File: config.mk
export PLATFORM = sky130hd
export DESIGN_NAME = encoder_4x2_buffered
export DESIGN_NICKNAME = d
export VERILOG_FILES = /design/src/rtl/encoder_4x2_buffered.sv
export SDC_FILE = /design/constraint.sdc
export NUM_CORES = 1
export LEC_CHECK = 0
export BUFFER_PORTS_ARGS = -buffer_cell sky130_fd_sc_hd__buf_2
export CAP_MARGIN = 0
export CORE_AREA = 4 4 41 43
export DETAILED_ROUTE_END_ITERATION = 10
export DIE_AREA = 0 0 45 47
export HOLD_SLACK_MARGIN = 0.12
export PLACE_DENSITY = 0.65
export SYNTH_ARGS = -nofsm -noshare
export SYNTH_HDL_FRONTEND = slang
export SYNTH_SLANG_ARGS = --single-unit
File: constraint.sdc
create_clock -name clk -period 1.2 [get_ports clk]
set_input_delay 0.24 -clock clk [delete_from_list [all_inputs] [get_ports clk]]
set_output_delay 0.24 -clock clk [all_outputs]
set_load 0.01 [all_outputs]
File: src/rtl/encoder_4x2_buffered.sv
// Registered 4-to-2 priority encoder: request edges are buffered in a pending
// register and presented one code at a time (highest index first) with a V/ACK handshake.
module encoder_4x2_buffered (
    input  logic       clk,
    input  logic       rst_n,
    input  logic [3:0] R,
    input  logic       E,
    input  logic       ACK,
    output logic [1:0] A,
    output logic       V,
    output logic [3:0] P,
    output logic       OVF
);

    localparam logic [0:0] IDLE = 1'b0;
    localparam logic [0:0] HOLD = 1'b1;

    logic [0:0] state_q, state_d;
    logic [3:0] rq_q, rq_d;
    logic [3:0] p_q, p_d;
    logic [1:0] a_q, a_d;
    logic       ovf_q, ovf_d;

    logic [3:0] rise;
    logic [3:0] cap;
    logic [3:0] grant;
    logic [1:0] sel_idx;
    logic       load;

    always_comb begin
        rise = R & ~rq_q;
        cap  = E ? rise : '0;
        rq_d = R;

        sel_idx = 2'd0;
        if (p_q[3]) begin
            sel_idx = 2'd3;
        end else if (p_q[2]) begin
            sel_idx = 2'd2;
        end else if (p_q[1]) begin
            sel_idx = 2'd1;
        end

        // A new code is taken only from registered P, when idle or on an accepted ACK.
        load  = (p_q != '0) && ((state_q == IDLE) || ACK);
        grant = load ? (4'b0001 << sel_idx) : '0;

        state_d = state_q;
        a_d     = a_q;
        if (load) begin
            state_d = HOLD;
            a_d     = sel_idx;
        end else if ((state_q == HOLD) && ACK) begin
            state_d = IDLE;
        end

        // Capture is OR-ed after the clear so a re-request of the granted bit survives.
        p_d   = (p_q & ~grant) | cap;
        ovf_d = ovf_q | ((cap & p_q & ~grant) != '0);
    end

    always_ff @(posedge clk) begin
        if (!rst_n) begin
            state_q <= IDLE;
            rq_q    <= '1;
            p_q     <= '0;
            a_q     <= '0;
            ovf_q   <= 1'b0;
        end else begin
            state_q <= state_d;
            rq_q    <= rq_d;
            p_q     <= p_d;
            a_q     <= a_d;
            ovf_q   <= ovf_d;
        end
    end

    assign A   = a_q;
    assign V   = (state_q == HOLD);
    assign P   = p_q;
    assign OVF = ovf_q;

endmodule

== After elaboration in Yosys (flattened, before gate mapping) ==
Cells that the tools add are included.
Cells by class
  shift-type cells: 1
  muxes and demuxes: 7
  bitwise gates (word level): 9
  reductions and logical operators: 6
Operators by type and width (count)
  bitwise AND 4 bit: 4
  two-way mux 4 bit: 2
  NOT 4 bit: 2
  nonzero test 4 bit: 2
  two-way mux 2 bit: 2
  OR 4 bit: 1
  << shifter 1 x 2 -> 4 bit, first input constant: 1
  two-way mux 1 bit: 3
  logical AND 1 bit: 2
  nonzero test 2 bit: 1
  logical OR 1 bit: 1
  NOT 1 bit: 1
  OR 1 bit: 1
Storage, ports and cells
  flip-flop bits (word level): 12
  input port bits: 8
  output and inout port bits: 8
  word-level logic and storage cells: 28

== Depth between registers and ports, before layout ==
Gate-level depths: netlist of run 1.
  depth in word-level cells: 9
  mapped depth: 3
  gate-level depth less buffers: 3

== Worst setup path before layout of run 1 ==
OpenSTA, ideal clock, no wires.
  kind: register to register
  start: reg p_q[3] (netlist: P[3])
  end: reg ovf_q (netlist: OVF)
  library setup time: 77 ps
  arrival: 1011 ps
  data required time: 1123 ps
  slack: 113 ps
  cell stages (with the launch flop): 4
  path buffers: 0
  period minus slack after synthesis: 1087 ps
  path through: dfxtp_1 > nor2_2 > a311o_1 > a41oi_2
On the way
  word-level cells in the longest chain between the ends: 7
  elaborated cells on any way between the ends: 10
  those cells by class: 1 x shift; 2 x mux; 4 x bitwise; 3 x reduce/logical
Ends and longest elaborated chain
  from (decl): line 20  | logic [3:0] p_q, p_d;
  from (signal assigned): line 72  | p_q <= p_d;
  two-way mux 2 bit / nonzero test 4 bit (equally long branches): line 36, 45
  << shifter 1 x 2 -> 4 bit / logical AND 1 bit (equally long branches): line 46, 45
  two-way mux 4 bit: line 46  | grant = load ? (4'b0001 << sel_idx) : '0;
  NOT 4 bit: line 59  | ovf_d = ovf_q | ((cap & p_q & ~grant) != '0);
  bitwise AND 4 bit *: line 59
  nonzero test 4 bit *: line 59
  OR 1 bit *: line 59
  to (signal assigned): line 74  | ovf_q <= ovf_d;
  to (decl): line 22  | logic ovf_q, ovf_d;
Every way passes the cells marked *; elsewhere a longest branch is shown, timed or not.
A chain may end at the register's enable or synchronous reset.

== Final worst setup path of run 1 ==
  start: reg p_q[1] (netlist: P[1])
  end: out P[1]
RTL lines
  to (decl): line 11  | output logic [3:0] P,
No word-level cell between the ends.

==> impl.org, run 1 <==
** Timing
- In the final timing run, aggregate negative setup slack is 0 ns.
- The number of hold violations in the final report is 0.
- Post-route clock period utilization :: about 90%
- Setup repair after global routing missed its margin :: false
- In this run the tightest slew margin relative to its limit is 76.4%.
- Minimum period implied by the final worst setup slack :: roughly 1.1 ns
- The final-report max-slew violation count is 0.
- Hold timing on the final database bottoms out at a slack of between 0.15 and 0.2 ns.
- Transition at the pin with the smallest max-transition slack :: between 0.3 and 0.4 ns
- Worst clock skew :: roughly 0.005 ns
- F_max :: just over 900 MHz
- Setup violators final :: 0

** Power and ir drop
- In this run the power density over the cells is roughly 1200 nW/um^2.
- Worst VDD drop :: between 0.0006 and 0.0007 V
- Leakage power summed over all cells :: between 0.2 and 0.3 nW

** Worst setup path
- Element type at the critical path end :: primary output
- Critical Path Source Type :: register
- Required @ worst endpoint :: 0.96 ns
- Gate family responsible for the most delay along the worst path :: flip-flops
- CP Cell Sequence :: buf_2
- Slowest stage delay, CP :: between 0.4 and 0.5 ns
- Data arrival at the endpoint of the critical path :: roughly 0.85 ns
- By startpoint and endpoint, the worst setup path is classified as reg -> out.
- Among all stages on the critical path, the largest delay is contributed by sky130_fd_sc_hd__dfxtp_1.
- Together, buffers and inverters on the worst path number 1.
- Of all nets on the critical path, the largest fanout is 6.

** Finish
- The count of cells in the finished layout, fillers not included, comes to between 80 and 90.
- Area used by multi-input combinational logic :: ~240 um^2
- Share of post-route cells with drive strength above 1 :: a little under a third
- Combined flip-flop and latch cell area :: around 240 um^2
- For this run, the post-layout net count is 80.
- Counting the fill cells in the layout gives around 130.
- Diodes inserted :: 0
- Area growth syn-to-layout :: 25.5%

** Hold path
- Worst min-delay path category :: in -> reg

** Global route
- Antenna violations before repair :: 0
- Global routing usage summed across all routing layers :: approximately an eighth
- Overall overflow remaining after global route :: 0
- Pin count of the biggest net entering global routing :: 9
- First-pass GRT wire length :: between 1.5 and 2 mm
- Number of global-route vias before repair :: approximately 400

** CTS
- Clock tree from TritonCTS :: built
- At the later pin of the worst-skew pair, clock insertion delay measures around 0.27 ns.
- Inserted Clock Buffers :: 3
- Clock tree synthesis selected as its root buffer the cell sky130_fd_sc_hd__clkbuf_4.
- Clock-pin slew of the registers on the worst-case setup and hold paths :: about 0.07 ns
- Counting every sink on the clock net gives 12.
- CTS built an H-tree with a depth of 1.
- The longest clock path from root to sink contains 2 buffers.

** Logic synthesis
- Average footprint of a synthesized cell :: about 9.6 um^2
- Number of different library cells in the post-synthesis netlist :: 20
- Seq/Total Area, Yosys :: 49.0%
- Yosys warnings :: 0
- Number of storage elements in the synthesis netlist :: 12
- Mapped cell area :: about 500 um^2
- Net Count, Synth :: 59
- Mapped Cells :: about 50

** Route
- Residual DRC :: 0
- Violation count after the first detailed-route iteration :: 16
- Vias after detailed routing :: around 450
- Post-detailed-route count of antenna-violating nets :: 0
- Dividing the detail-routed via count by the number of cells gives 5.26.
- Wirelength per Cell :: between 10 and 15 um
- WL final :: around 1.1 mm
- DRT Pass-1 Iters :: 4

** Floorplan
- Die Ht :: approximately 47 um
- Horizontal extent of the die :: about 45 um
- Std-Cell Core Area :: around 1300 um^2
- Count of boundary I/O pins :: 16
- Starting density of the core :: a little under two fifths
- The die covers around 2100 um^2.
- The floorplan has 13 rows.

** Flow run
- The tool flagged a number of max-cap violations equal to 0.

** Placement
- The number of placed instances, taps included, is between 80 and 90.
- Input and output buffers added on the ports amount to 15.
- GPL Wtd Cong :: a little under 0.8

** Run status
- Status :: finished, final reports clean
sequential cells by signal (all words and copies together) (netlist names):
name,flops
P,4
rq_q,4
A,2
OVF,1
V,1
report_power, final:
part	internal (W)	switching (W)
registers	0.000413	0.00000778
logic	0.0000284	0.0000320
clock network	0.000116	0.000125
Yosys cell counts (all sizes together):
cell	count	area [um^2]
a21boi	1	7.51
a21oi	6	30.0
a311o	1	10.0
a31o	1	8.76
a31oi	1	6.26
a32oi	1	8.76
a41oi	1	16.3
and3b	2	17.5
and4b	1	10.0
dfxtp	12	240
inv	3	11.3
nand2b	5	31.3
nand3b	2	15.0
nor2	4	17.5
nor2b	3	18.8
o21a	1	7.51
o21ai	5	25.0
o311ai	1	8.76
layout make-up:
| class | count | area share [%] |
|---|---|---|
| sequential | 12 | 39.2 |
| multi-input combinational | 36 | 38.8 |
| timing repair buffer | 16 | 13.4 |
| clock buffer | 3 | 3.66 |
| tap | 15 | 3.05 |
| inverter | 3 | 1.83 |
worst paths after layout:
check | from | endpoint | slack, ns | depth (start not counted)
min reg2reg | A[1]$_SDFFE_PN0P_ | A[1]$_SDFFE_PN0P_ | 0.49 | 2
max reg2reg | V$_SDFFE_PN0P_ | OVF$_SDFF_PN0_ | 0.12 | 3
min | R[1] | rq_q[1]$_SDFF_PN1_ | 0.17 | 2
max | P[1]$_SDFF_PN0_ | P[1] | 0.11 | 1
metal layers:
layer	up-vias	part of all wire, %	track usage [%]
met5	-	0	0
met4	0	0	1.75
met3	0	11	7.28
met2	22	40	16.4
met1	199	50	16.1
li1	226	-	-
cells in the final DEF (no fill, tap or decap), types with 2 or more instances in the layout:
| cell type | instances |
|---|---|
| sky130_fd_sc_hd__a21oi_1 | 6 |
| sky130_fd_sc_hd__nor2_1 | 3 |
| sky130_fd_sc_hd__nand2b_1 | 5 |
| sky130_fd_sc_hd__buf_2 | 15 |
| sky130_fd_sc_hd__inv_1 | 3 |
| sky130_fd_sc_hd__nand3b_1 | 2 |
| sky130_fd_sc_hd__clkbuf_4 | 3 |
| sky130_fd_sc_hd__o21ai_1 | 4 |
| sky130_fd_sc_hd__dfxtp_1 | 11 |
| sky130_fd_sc_hd__nor2b_1 | 3 |
| sky130_fd_sc_hd__and3b_1 | 2 |
stage by stage:
stage          util, %  instance area, um^2  total power, W  worst slack, ns
2_1_floorplan        -                  490        0.000459            0.113
3_3_place_gp      45.5                  592        0.000489            0.108
3_5_place_dp      45.5                  592        0.000490           0.0767
4_1_cts           47.2                  614        0.000735           0.0367
5_1_grt           47.3                  616        0.000765           0.0371
6_report          47.3                  616        0.000721            0.106
cell families (layout without fill, tap and decap cells):
group | Yosys count | in the layout | share of synthesized area [%]
compound gates | 19 | 19 | 26.3
flops | 12 | 12 | 49.0
simple gates | 17 | 17 | 22.4
buf+inv | 3 | 22 | 2.30
what timing repair did:
action	in CTS	in global routing
setup buffers	0	0
hold buffers	0	0
gates resized for setup	0	1
endpoints found under the setup margin	0	1
(Power assumes the default switching activity.)
==> run 2, diff against run 1 <==
==> constraint.sdc (replaced) <==
create_clock -name clk -period 1.1 [get_ports clk]
set_input_delay 0.22 -clock clk [delete_from_list [all_inputs] [get_ports clk]]
set_output_delay 0.22 -clock clk [all_outputs]
set_load 0.01 [all_outputs]
==> run 2 against run 1 <==
  * Clock skew is 0.0030 ns lower
  * Register-to-register slack got worse by 0.08 ns
  * Count of clock-buffer cells in the layout rose by 1
  * Sequential share of layout area is 2.8 points lower
  * First-iteration DRC count is 56% lower
  * Combinational power up 21%
  * Via count increased by 4.5%
  * Power is 21% higher
  * Final area is 9.3% higher
  * Setup slack got worse by 0.069 ns
  * Non-clock buffer count rose by 2
  * Cell count grew 3.5%
  * Critical endpoint is now OVF$_SDFF_PN0_
  * Largest power group unchanged
  * Highest routed layer is now met4
==> impl.org, run 2 (synthesis gave the netlist of run 1 again) <==
** Run status
- Status :: finished, final reports clean (unchanged)

** Floorplan
- The core box area was 1300 um^2 (unchanged).
- The width of the die was 45 um (unchanged).
- The height of the die is 47 um (unchanged).
- The floorplan die area came to 2120 um^2 (unchanged).
- Count of boundary I/O pins :: 16 (unchanged)
- Total number of placement rows :: 13 (unchanged)
- The initial core utilization came to 37.7% (unchanged).

** Global route
- First-pass GRT wire length :: 1.89 mm (was 1.75 mm)
- The via count of the first global-routing pass came to 465 (was 392).
- Overall overflow remaining after global route :: 0 (unchanged)
- Pin count of the biggest net entering global routing :: 8 (was 9)
- Antenna violations before repair :: 0 (unchanged)
- The global-route usage over all layers came to 12.5% (was 11.9%).

** Worst setup path
- Top fanout value on the critical path :: 5 (was 6)
- Reg-to-Reg Start :: P[3]$_SDFF_PN0_ (was V$_SDFFE_PN0P_)
- The startpoint class of the critical path is a register (unchanged).
- The register-to-register path setup slack came to 0.04 ns (was 0.12 ns).
- The delay contributed by the slowest stage of the critical path is 0.36 ns (was 0.42 ns).
- The critical path class is reg -> reg (was reg -> out).
- The kind of cell adding the most delay to the critical path is compound AO/OA/AOI/OAI gates (was flip-flops).
- The sum of buffers and inverters on the critical path came to 0 (was 1).
- Reg-to-Reg End :: OVF$_SDFF_PN0_ (unchanged)
- The slowest stage cell on the critical path is sky130_fd_sc_hd__dfxtp_2 (was sky130_fd_sc_hd__dfxtp_1).
- The depth of the worst register-to-register path is 3 (unchanged).
- The signal arrival time at the worst endpoint is 1.20 ns (was 0.85 ns).
- The critical path capture point type was a register (was primary output).
- Required @ worst endpoint :: 1.24 ns (was 0.96 ns)
- CP Cell Sequence: and3b_1, a32oi_1, a41oi_2 (was buf_2).

** CTS
- The clock-pin slew on the worst setup and hold paths was 0.07 ns (about the same).
- Count of clock tree sinks :: 12 (unchanged)
- Clock tree from TritonCTS :: built (unchanged)
- The source-to-sink clock delay at the later pin of the worst-skew pair came to 0.27 ns (about the same).
- The number of buffers added to fix hold violations after cts came to 0 (unchanged).
- The deepest clock path buffer count was 2 (unchanged).
- Number of levels in the clock H-tree :: 1 (unchanged)
- Root cell of the clock tree :: sky130_fd_sc_hd__clkbuf_4 (unchanged)
- Inserted Clock Buffers :: 3 (unchanged)

** Finish
- The area growth from synthesis to layout came to 37.2% (was 25.5%).
- The fill cell instance count of the final layout was 129 (was 132).
- The most common cell after layout, fill and taps aside is sky130_fd_sc_hd__buf_2 (unchanged).
- Number of nets at the end of the flow :: 82 (was 80)
- Share of post-route cells with drive strength above 1 :: 41.1% (was 31.4%)
- Post-layout instance area :: 673 um^2 (was 616 um^2)
- Diodes inserted :: 0 (unchanged)
- Most frequent cells in the layout: sky130_fd_sc_hd__buf_2 (15), sky130_fd_sc_hd__dfxtp_1 (8), sky130_fd_sc_hd__a21oi_1 (6) (was sky130_fd_sc_hd__buf_2 (15), sky130_fd_sc_hd__dfxtp_1 (11), sky130_fd_sc_hd__a21oi_1 (6)).

** Placement
- Standard cell area after detailed placement :: 607 um^2 (was 592 um^2)
- GPL Wtd Cong :: 0.738 (was 0.793)
- Dpl ws :: -0.0497 ns (was 0.0767 ns)
- The number of input and output port buffers inserted is 15 (unchanged).

** Timing
- Setup repair after global routing missed its margin :: false (unchanged)
- The worst-case headroom to the max-slew limit was 85.1% (was 76.4%).
- Sum of negative setup slack :: 0 ns (unchanged)
- Worst clock skew :: 0.00204 ns (was 0.00509 ns)
- The pin slew with the least headroom to its limit came to 0.223 ns (was 0.354 ns).
- Based on the critical path, the design can be clocked at up to 941 MHz.
- Post-route clock period utilization :: a little over nine tenths
- Setup violators final :: 0 (unchanged)
- Final hold vios :: 0 (unchanged)
- Final WS setup :: 0.0374 ns (was 0.106 ns)
- Final Slew Violations :: 0 (unchanged)
- Minimum period implied by the final worst setup slack :: approximately 1.1 ns

** Hold path
- The worst hold path depth is 2 (unchanged).
- The source of the worst hold timing path was R[1] (unchanged).
- Worst Hold End :: rq_q[1]$_SDFF_PN1_ (unchanged)
- Worst min-delay path category :: in -> reg (unchanged)

** Route
- Met3 wire len :: 97 um (was 111 um)
- The via density per instance was 5.31 (was 5.26).
- The amount of wire on met2 after detailed routing was 443 um (was 419 um).
- The number of remaining DRC errors is 0 (unchanged).
- Post-Route M1 WL :: 522 um (was 521 um)
- The length of the first detailed-routing pass in iterations was 4 (unchanged).
- The total wire length after detailed routing was 1.10 mm (was 1.05 mm).
- Vias after detailed routing :: 467 (was 447)
- The routed wirelength normalized by instance count came to 12.5 um (was 12.4 um).
- The number of DRC markers in iteration 0 came to 7 (was 16).
- Top routing layer in use :: met4 (was met3)
- Post-detailed-route count of antenna-violating nets :: 0 (unchanged)

** Power and ir drop
- Power density of the placed cells :: 1290 nW/um^2 (was 1170 nW/um^2)
- Total power after layout :: 0.000871 W (was 0.000721 W)
- Worst VDD drop :: 0.000767 V (was 0.000693 V)
- Leakage power summed over all cells :: 0.281 nW (was 0.267 nW)

** Flow run
- The max-capacitance violation count came to 0 (unchanged).
## run 2: how the worst max path moves through the flow
stage                                end  cells after the start  slack [ns]            start
after floorplan           OVF$_SDFF_PN0_                      3        0.01  P[3]$_SDFF_PN0_
after global placement    OVF$_SDFF_PN0_                      4      -0.002   V$_SDFFE_PN0P_
after detailed placement  OVF$_SDFF_PN0_                      4       -0.05   V$_SDFFE_PN0P_
after CTS                 OVF$_SDFF_PN0_                      4      -0.006   V$_SDFFE_PN0P_
after global routing      OVF$_SDFF_PN0_                      3       0.005  P[2]$_SDFF_PN0_
final                     OVF$_SDFF_PN0_                      3        0.04  P[3]$_SDFF_PN0_
## run 2: layer usage
| metal | up-vias | track usage [%] |
|---|---|---|
| met4 | 0 | 10.5 |
| met1 | 207 | 15.7 |
| met2 | 23 | 18.4 |
| met5 | - | 0 |
| li1 | 230 | - |
| met3 | 7 | 2.68 |
## run 2: cell type report
type | instances | area, um^2 | area share (%)
sequential | 12 | 245 | 36.4
tap | 15 | 18.8 | 2.79
clock buffer | 4 | 36.3 | 5.39
multi-input combinational | 36 | 264 | 39.2
inverter | 3 | 11.3 | 1.67
timing repair buffer | 18 | 97.6 | 14.5
## run 2: report_power, final
part | switching [W] | leakage (nW) | internal (W)
clock | 0.000137 | 0.0210 | 0.000201
sequential | 0.00000921 | 0.100 | 0.000451
combinational | 0.0000381 | 0.159 | 0.0000348
total | 0.000185 | 0.281 | 0.000687
## run 2: what timing repair did
item	CTS	global route
pin swaps	1	2
gates cloned	0	0
endpoints found under the setup margin	1	2
buffers inserted	1	0
gates resized for setup	3	5
## run 2: through the flow
step           hold WS [ns]  utilization (%)  cells
2_1_floorplan         0.293                -     51
3_3_place_gp          0.416             46.6     84
3_5_place_dp          0.421             46.6     84
4_1_cts               0.137             50.8     89
5_1_grt               0.159             51.7     88
6_report              0.144             51.7     88
